[src/rtl/fcn_layer_ctrl_pkg.sv]
// fcn_layer_ctrl_pkg: shared FCN default widths and layer-controller state encoding
package fcn_layer_ctrl_pkg;
  localparam int DEF_ADDR_W = 16;
  localparam int DEF_LEN_W = 10;
  localparam int DEF_GRP_W = 6;
  typedef logic [2:0] state_t;
  localparam state_t S_IDLE = 3'd0;
  localparam state_t S_CLR = 3'd1;
  localparam state_t S_ACC = 3'd2;
  localparam state_t S_DRAIN = 3'd3;
  localparam state_t S_STORE = 3'd4;
  localparam state_t S_DONE = 3'd5;
endpackage

[src/rtl/fcn_layer_ctrl.sv]
// fcn_layer_ctrl: sequences buffer reads, PE clear/accumulate and result hand-off for one FC layer
module fcn_layer_ctrl
  import fcn_layer_ctrl_pkg::*;
#(
  parameter int ADDR_W = DEF_ADDR_W,
  parameter int LEN_W = DEF_LEN_W,
  parameter int GRP_W = DEF_GRP_W
) (
  input  logic              clk,
  input  logic              rst,
  input  logic              start,
  input  logic [LEN_W-1:0]  cfg_in_len,
  input  logic [GRP_W-1:0]  cfg_groups,
  input  logic              hold,
  output logic              busy,
  output logic              done,
  output logic              rd_en,
  output logic [LEN_W-1:0]  in_addr,
  output logic [ADDR_W-1:0] w_addr,
  output logic              pe_clr,
  output logic              pe_ready,
  output logic              out_valid,
  input  logic              out_ready,
  output logic [GRP_W-1:0]  out_grp
);
  state_t state;
  logic [LEN_W-1:0] k, in_len;
  logic [GRP_W-1:0] grp, groups;
  logic [ADDR_W-1:0] group_base;
  assign busy = state != S_IDLE;
  assign done = state == S_DONE;
  assign rd_en = state == S_ACC && !hold;
  assign pe_clr = state == S_CLR;
  assign out_valid = state == S_STORE;
  assign out_grp = grp;
  assign in_addr = k;
  assign w_addr = group_base + ADDR_W'(k);
  always_ff @(posedge clk or posedge rst) begin
    if (rst) begin
      state <= S_IDLE;
      k <= '0;
      in_len <= '0;
      groups <= '0;
      grp <= '0;
      group_base <= '0;
      pe_ready <= 1'b0;
    end else begin
      pe_ready <= rd_en;
      case (state)
        S_IDLE: if (start) begin
          if (cfg_in_len != '0 && cfg_groups != '0) begin
            in_len <= cfg_in_len;
            groups <= cfg_groups;
            grp <= '0;
            group_base <= '0;
            state <= S_CLR;
          end else state <= S_DONE;
        end
        S_CLR: begin
          k <= '0;
          state <= S_ACC;
        end
        S_ACC: if (!hold) begin
          k <= k + LEN_W'(1);
          if (k == in_len - LEN_W'(1)) state <= S_DRAIN;
        end
        S_DRAIN: state <= S_STORE;
        S_STORE: if (out_ready) begin
          if (grp == groups - GRP_W'(1)) state <= S_DONE;
          else begin
            // next group's weights start right after this group's in_len weights
            grp <= grp + GRP_W'(1);
            group_base <= group_base + ADDR_W'(in_len);
            state <= S_CLR;
          end
        end
        S_DONE: state <= S_IDLE;
        default: state <= S_IDLE;
      endcase
    end
  end
endmodule
[config.mk]
export PLATFORM = sky130hd
export DESIGN_NAME = fcn_layer_ctrl
export DESIGN_NICKNAME = d
export VERILOG_FILES = /design/src/rtl/fcn_layer_ctrl_pkg.sv /design/src/rtl/fcn_layer_ctrl.sv
export SDC_FILE = /design/constraint.sdc
export NUM_CORES = 1
export LEC_CHECK = 0
export CAP_MARGIN = 30
export CORE_ASPECT_RATIO = 1.2
export CORE_MARGIN = 2
export CORE_UTILIZATION = 35
export DETAILED_ROUTE_END_ITERATION = 12
export PLACE_DENSITY = 0.67
export SLEW_MARGIN = 40
export SYNTH_ARGS = -nofsm -noshare
export SYNTH_HDL_FRONTEND = slang
export SYNTH_SLANG_ARGS = --single-unit
export TNS_END_PERCENT = 5
[constraint.sdc]
create_clock -name clk -period 4.42 [get_ports clk]
set_clock_uncertainty 0.2 [all_clocks]
set_input_delay 0.442 -clock clk [delete_from_list [all_inputs] [get_ports clk]]
set_output_delay 0.442 -clock clk [all_outputs]
set_load 0.02 [all_outputs]
-- Word level (Yosys, flattened, before mapping)
Index checks and enable logic that the tools add are counted.
- register bits after elaboration: 52
- word-level logic and storage cells: 58
- input bits: 21
- output and inout bits: 38
- multiplexer cells: 19
- equal/unequal tests: 13
- add/sub/neg operators: 6
- reduce and logical (&&, ||, !) cells: 13
- operator list (cell ; number):
    two-way mux 16 bit ; 4
    adder 16 x 10 -> 16 bit ; 2
    case mux 16 bit (2 select lines) ; 1
    two-way mux 6 bit ; 4
    case mux 10 bit (2 select lines) ; 1
    two-way mux 3 bit ; 6
    case mux 3 bit (5 select lines) ; 1
    case mux 6 bit (2 select lines) ; 1
    adder 10 x 1 -> 10 bit, second input constant ; 1
    equality test 10 bit ; 1
    two-way mux 10 bit ; 1
    nonzero test 10 bit ; 1
    subtractor 10 x 1 -> 10 bit, second input constant ; 1
    inequality test 2 bit, second input constant ; 4
    adder 6 x 1 -> 6 bit, second input constant ; 1
    equality test 3 x 2 -> 1 bit, second input constant ; 2
    equality test 3 bit, second input constant ; 2
    equality test 6 bit ; 1
    nonzero test 6 bit ; 1
    subtractor 6 x 1 -> 6 bit, second input constant ; 1
    AND reduction 5 bit ; 1
    inequality test 2 x 1 -> 1 bit, second input constant ; 2
    AND reduction 4 bit ; 1
    nonzero test 2 bit ; 2
    other kinds (7) ; 8

-- Logic depth before layout (Yosys ltp)
- depth in word-level cells: 5
- mapped depth: 10
- gate-level depth less buffers: 9

-- Worst setup path after synthesis
Ideal clock, no wire load.
- kind: flip-flop to output port
- start: reg k[0], in the netlist in_addr[0]
- end: out w_addr[12]
- path slack: 1301 ps
- stages on the path, launching flop included: 10
- arrival: 2477 ps
- path buffers: 0
- required time: 3778 ps
- cell sequence: dfrtp_1 > ha_1 > inv_1 > fa_1 > nor2b_1 > o21ai_0 > a211o_1 > a31oi_1 > nand3_1 > xnor2_1
- longest elaborated chain between the ends: 1
- RTL lines (element ; line ; source):
    from (decl) ; fcn_layer_ctrl.sv:27 ; logic [LEN_W-1:0] k, in_len;
    from (signal assigned) ; fcn_layer_ctrl.sv:64 ; k <= k + LEN_W'(1);
    adder 16 x 10 -> 16 bit ; fcn_layer_ctrl.sv:37 ; assign w_addr = group_base + ADDR_W'(k);
    to (decl) ; fcn_layer_ctrl.sv:19 ; output logic [ADDR_W-1:0] w_addr,
No other way between the ends.

-- Worst setup path after layout
Ends and elaborated chain as after synthesis.

==> results_dict.tcl <==
set metrics [dict create \
    synth_top_family_by_area "simple AND/OR/NAND/NOR gates" \
    r2r_end "group_base[5]$_DFFE_PP0P_" \
    hold_path_class "flip-flop to flip-flop" \
    viasPerCell 5.450 \
    setup_tns_ns 0 \
    cts_tree "built" \
    p_per_area_nw_per_um2 552.0 \
    wl_um 9463 \
    status "complete, no violations" \
    fin_ws_ns 0.4332 \
    synth_compound_area_frac 0.1896 \
    worstSetupEndpointType "primary output" \
    p_leak_uw 0.001970 \
    worstPathRequired_ns 3.78 \
    min_to "groups[5]$_DFFE_PP0P_" \
    clock-root-buffer "clkbuf_16" \
    nNetsFinal 542 \
    clock_latency_ns 0.29 \
    cts.repair.resized 0 \
    fmax_mhz 250.8 \
    slew_viol_final 0 \
    post_cts_buffers 0 \
    whs_ns 0.3224 \
    grt_pass1_wl_um 16150 \
    synthXorXnorAreaFrac 0.09816 \
    min_period_ns 3.987 \
    cts.sinks 52 \
    vias 3406 \
    yosys-top-cells-count "75 x nand2_1, 52 x dfrtp_1, 30 x xnor2_1" \
    route.detailed.drc 0 \
    cts-buffers-inserted 5 \
    hold_depth 2 \
    synthFlopType "dfrtp_1" \
    place_ws_ns 0.7281 \
    grt_usage 0.1681 \
    cts.path.max_buffers 2 \
    grt_max_degree 53 \
    die_y_um 117.4 \
    gp_congestion 0.8443 \
    r2r_start "state[2]$_DFFE_PP0P_" \
    clk_pin_slew_worst_paths_ns 0.07 \
    multiInputGateArea_um2 2300 \
    syn_area_um2 3747 \
    drive_gt1_frac 0.03629 \
    synth_area_per_cell_um2 8.517 \
    yosysUniqueCellTypes 55 \
    synth_simple_gate_area_share 0.2317 \
    die_area_um2 11550 \
    grt_pass1_vias 3309 \
    synth_area_leaders "dfrtp_1 35%, ha_1 8.0%, nand2_1 7.5%, xnor2_1 7.0%, a21oi_1 3.5%" \
    hpwlAfterDp_um 7148 \
    overflow 0 \
    synth_nets 487 \
    htreeDepth 2 \
    async_flop_share 1.000 \
    r2r_slack_ns 1.11 \
    core.rowCount 41 \
    n_antenna_cell 0 \
    startpoint_type "flip-flop" \
    place_area_um2 4436 \
    chipWidth_um 98.46 \
    maxSlewHeadroom 0.4586 \
    crit_fanout 7 \
    synth.most_common_cell "nand2_1" \
    dr.pass1.iters 4 \
    r2r_cells 7 \
    maxCapViolCount 0 \
    rsz0062_at_grt "false" \
    setup_viol 0 \
    pin_count 59 \
    muxShareOfSynthArea 0.003005 \
    area_growth_syn_to_layout_pct 22.27 \
    hold_viol_final 0 \
    ant_nets 0 \
    synth_top_area_frac 0.3472 \
    register_area_um2 1301 \
    synth_adder_area_share 0.09082 \
    postCtsHoldBufs 0 \
    antenna_found_initial 0 \
    fill_cells 1044 \
    wl_per_cell_um 15.14 \
    tightest_slew_ns 0.8052 \
    cp.arrival_ns 3.34 \
    ys_warn_count 0 \
    period_share 0.9020 \
    peakVddDrop_uv 261.9 \
    netlist_instances 440 \
    criticalPathCategory "flip-flop to primary output" \
    io_buffers 58 \
    hp-start "groups[5]$_DFFE_PP0P_" \
    ys_ff_latch 52 \
    final_area_um2 4582 \
    yosysTopAreaCell "dfrtp_1" \
    synth_seq_area_share 0.3472 \
    drt-initial-drc-count 234 \
    synth-edff-count 0 \
    initial_utilization 0.3581 \
    core-area_um2 10470 \
]
[logic make-up (layout without fill, tap and decap cells)]
logic type,count (synthesis),count (layout)
xor gates and xnor gates,42,42
buffers and inverters,31,87
DFF,52,52
AOI/OAI and AO/OA,108,108
muxes,1,1
adders and majority gates,26,26
and+or+nand+nor,180,180
[registers in the layout, summed over array words and instances (netlist names)]
signal and cells:
out_grp 6, group_base 16, in_addr 10, groups 6, in_len 10, state 3, pe_ready 1
[cell usage in the layout (no fill, tap or decap), types with 12 or more instances in the layout]
master | synthesis | layout
nor2_1 | 29 | 29
ha_1 | 24 | 24
nand3_1 | 12 | 12
clkdlybuf4s50_1 | 0 | 58
or3_1 | 12 | 12
o21ai_0 | 20 | 20
xor2_1 | 12 | 12
a21oi_1 | 26 | 26
nand2_1 | 75 | 75
o31ai_1 | 12 | 12
xnor2_1 | 30 | 30
inv_1 | 17 | 16
dfrtp_1 | 52 | 52
[per-layer routing]
layer  global-route usage  part of all wire  vias up
met5                    0                 0        -
met4              0.07106             0.031        0
met3              0.01907             0.037       15
met2               0.2772              0.48       86
met1               0.2224              0.45     1621
li1                     -                 -     1684
[worst max path at each step]
stage,from,end
finish,in_addr[0]$_DFFE_PP0P_,w_addr[12]
global route,in_addr[0]$_DFFE_PP0P_,w_addr[12]
CTS,in_addr[0]$_DFFE_PP0P_,w_addr[12]
detailed placement,in_addr[0]$_DFFE_PP0P_,w_addr[12]
global placement,in_addr[0]$_DFFE_PP0P_,w_addr[12]
floorplan,in_addr[0]$_DFFE_PP0P_,w_addr[12]
[metrics by stage]
step	power (uW)	instances	utilization
detailed placement	2137	617	0.4238
finish	2529	625	0.4378
global route	2740	625	0.4378
CTS	2539	625	0.4378
floorplan	1748	440	-
global placement	2090	617	0.4235
[layout make-up]
class	instances	area share
repair buffers	61	0.1316
inverters	18	0.01529
multi-input cells	357	0.5019
well taps	129	0.03523
flip-flops and latches	52	0.2840
clock buffers	8	0.03195
[where the power goes]
group | leakage, uW | switching, uW | total (uW) | internal (uW)
combinational | 0.00121 | 721 | 1300 | 584
sequential | 0.000693 | 226 | 830 | 604
clock | 0.0000712 | 168 | 394 | 226
total | 0.00197 | 1120 | 2530 | 1410
[critical path: stages, from the launching register on]
cell	delay, ns
dfrtp_1	0.48
ha_1	0.25
inv_1	0.07
fa_1	0.41
nor2b_1	0.12
o21ai_0	0.15
a211o_1	0.36
a31oi_1	0.32
nand3_1	0.15
xnor2_1	0.15
clkdlybuf4s50_1	0.61
Power figures use the tool's default switching activity.
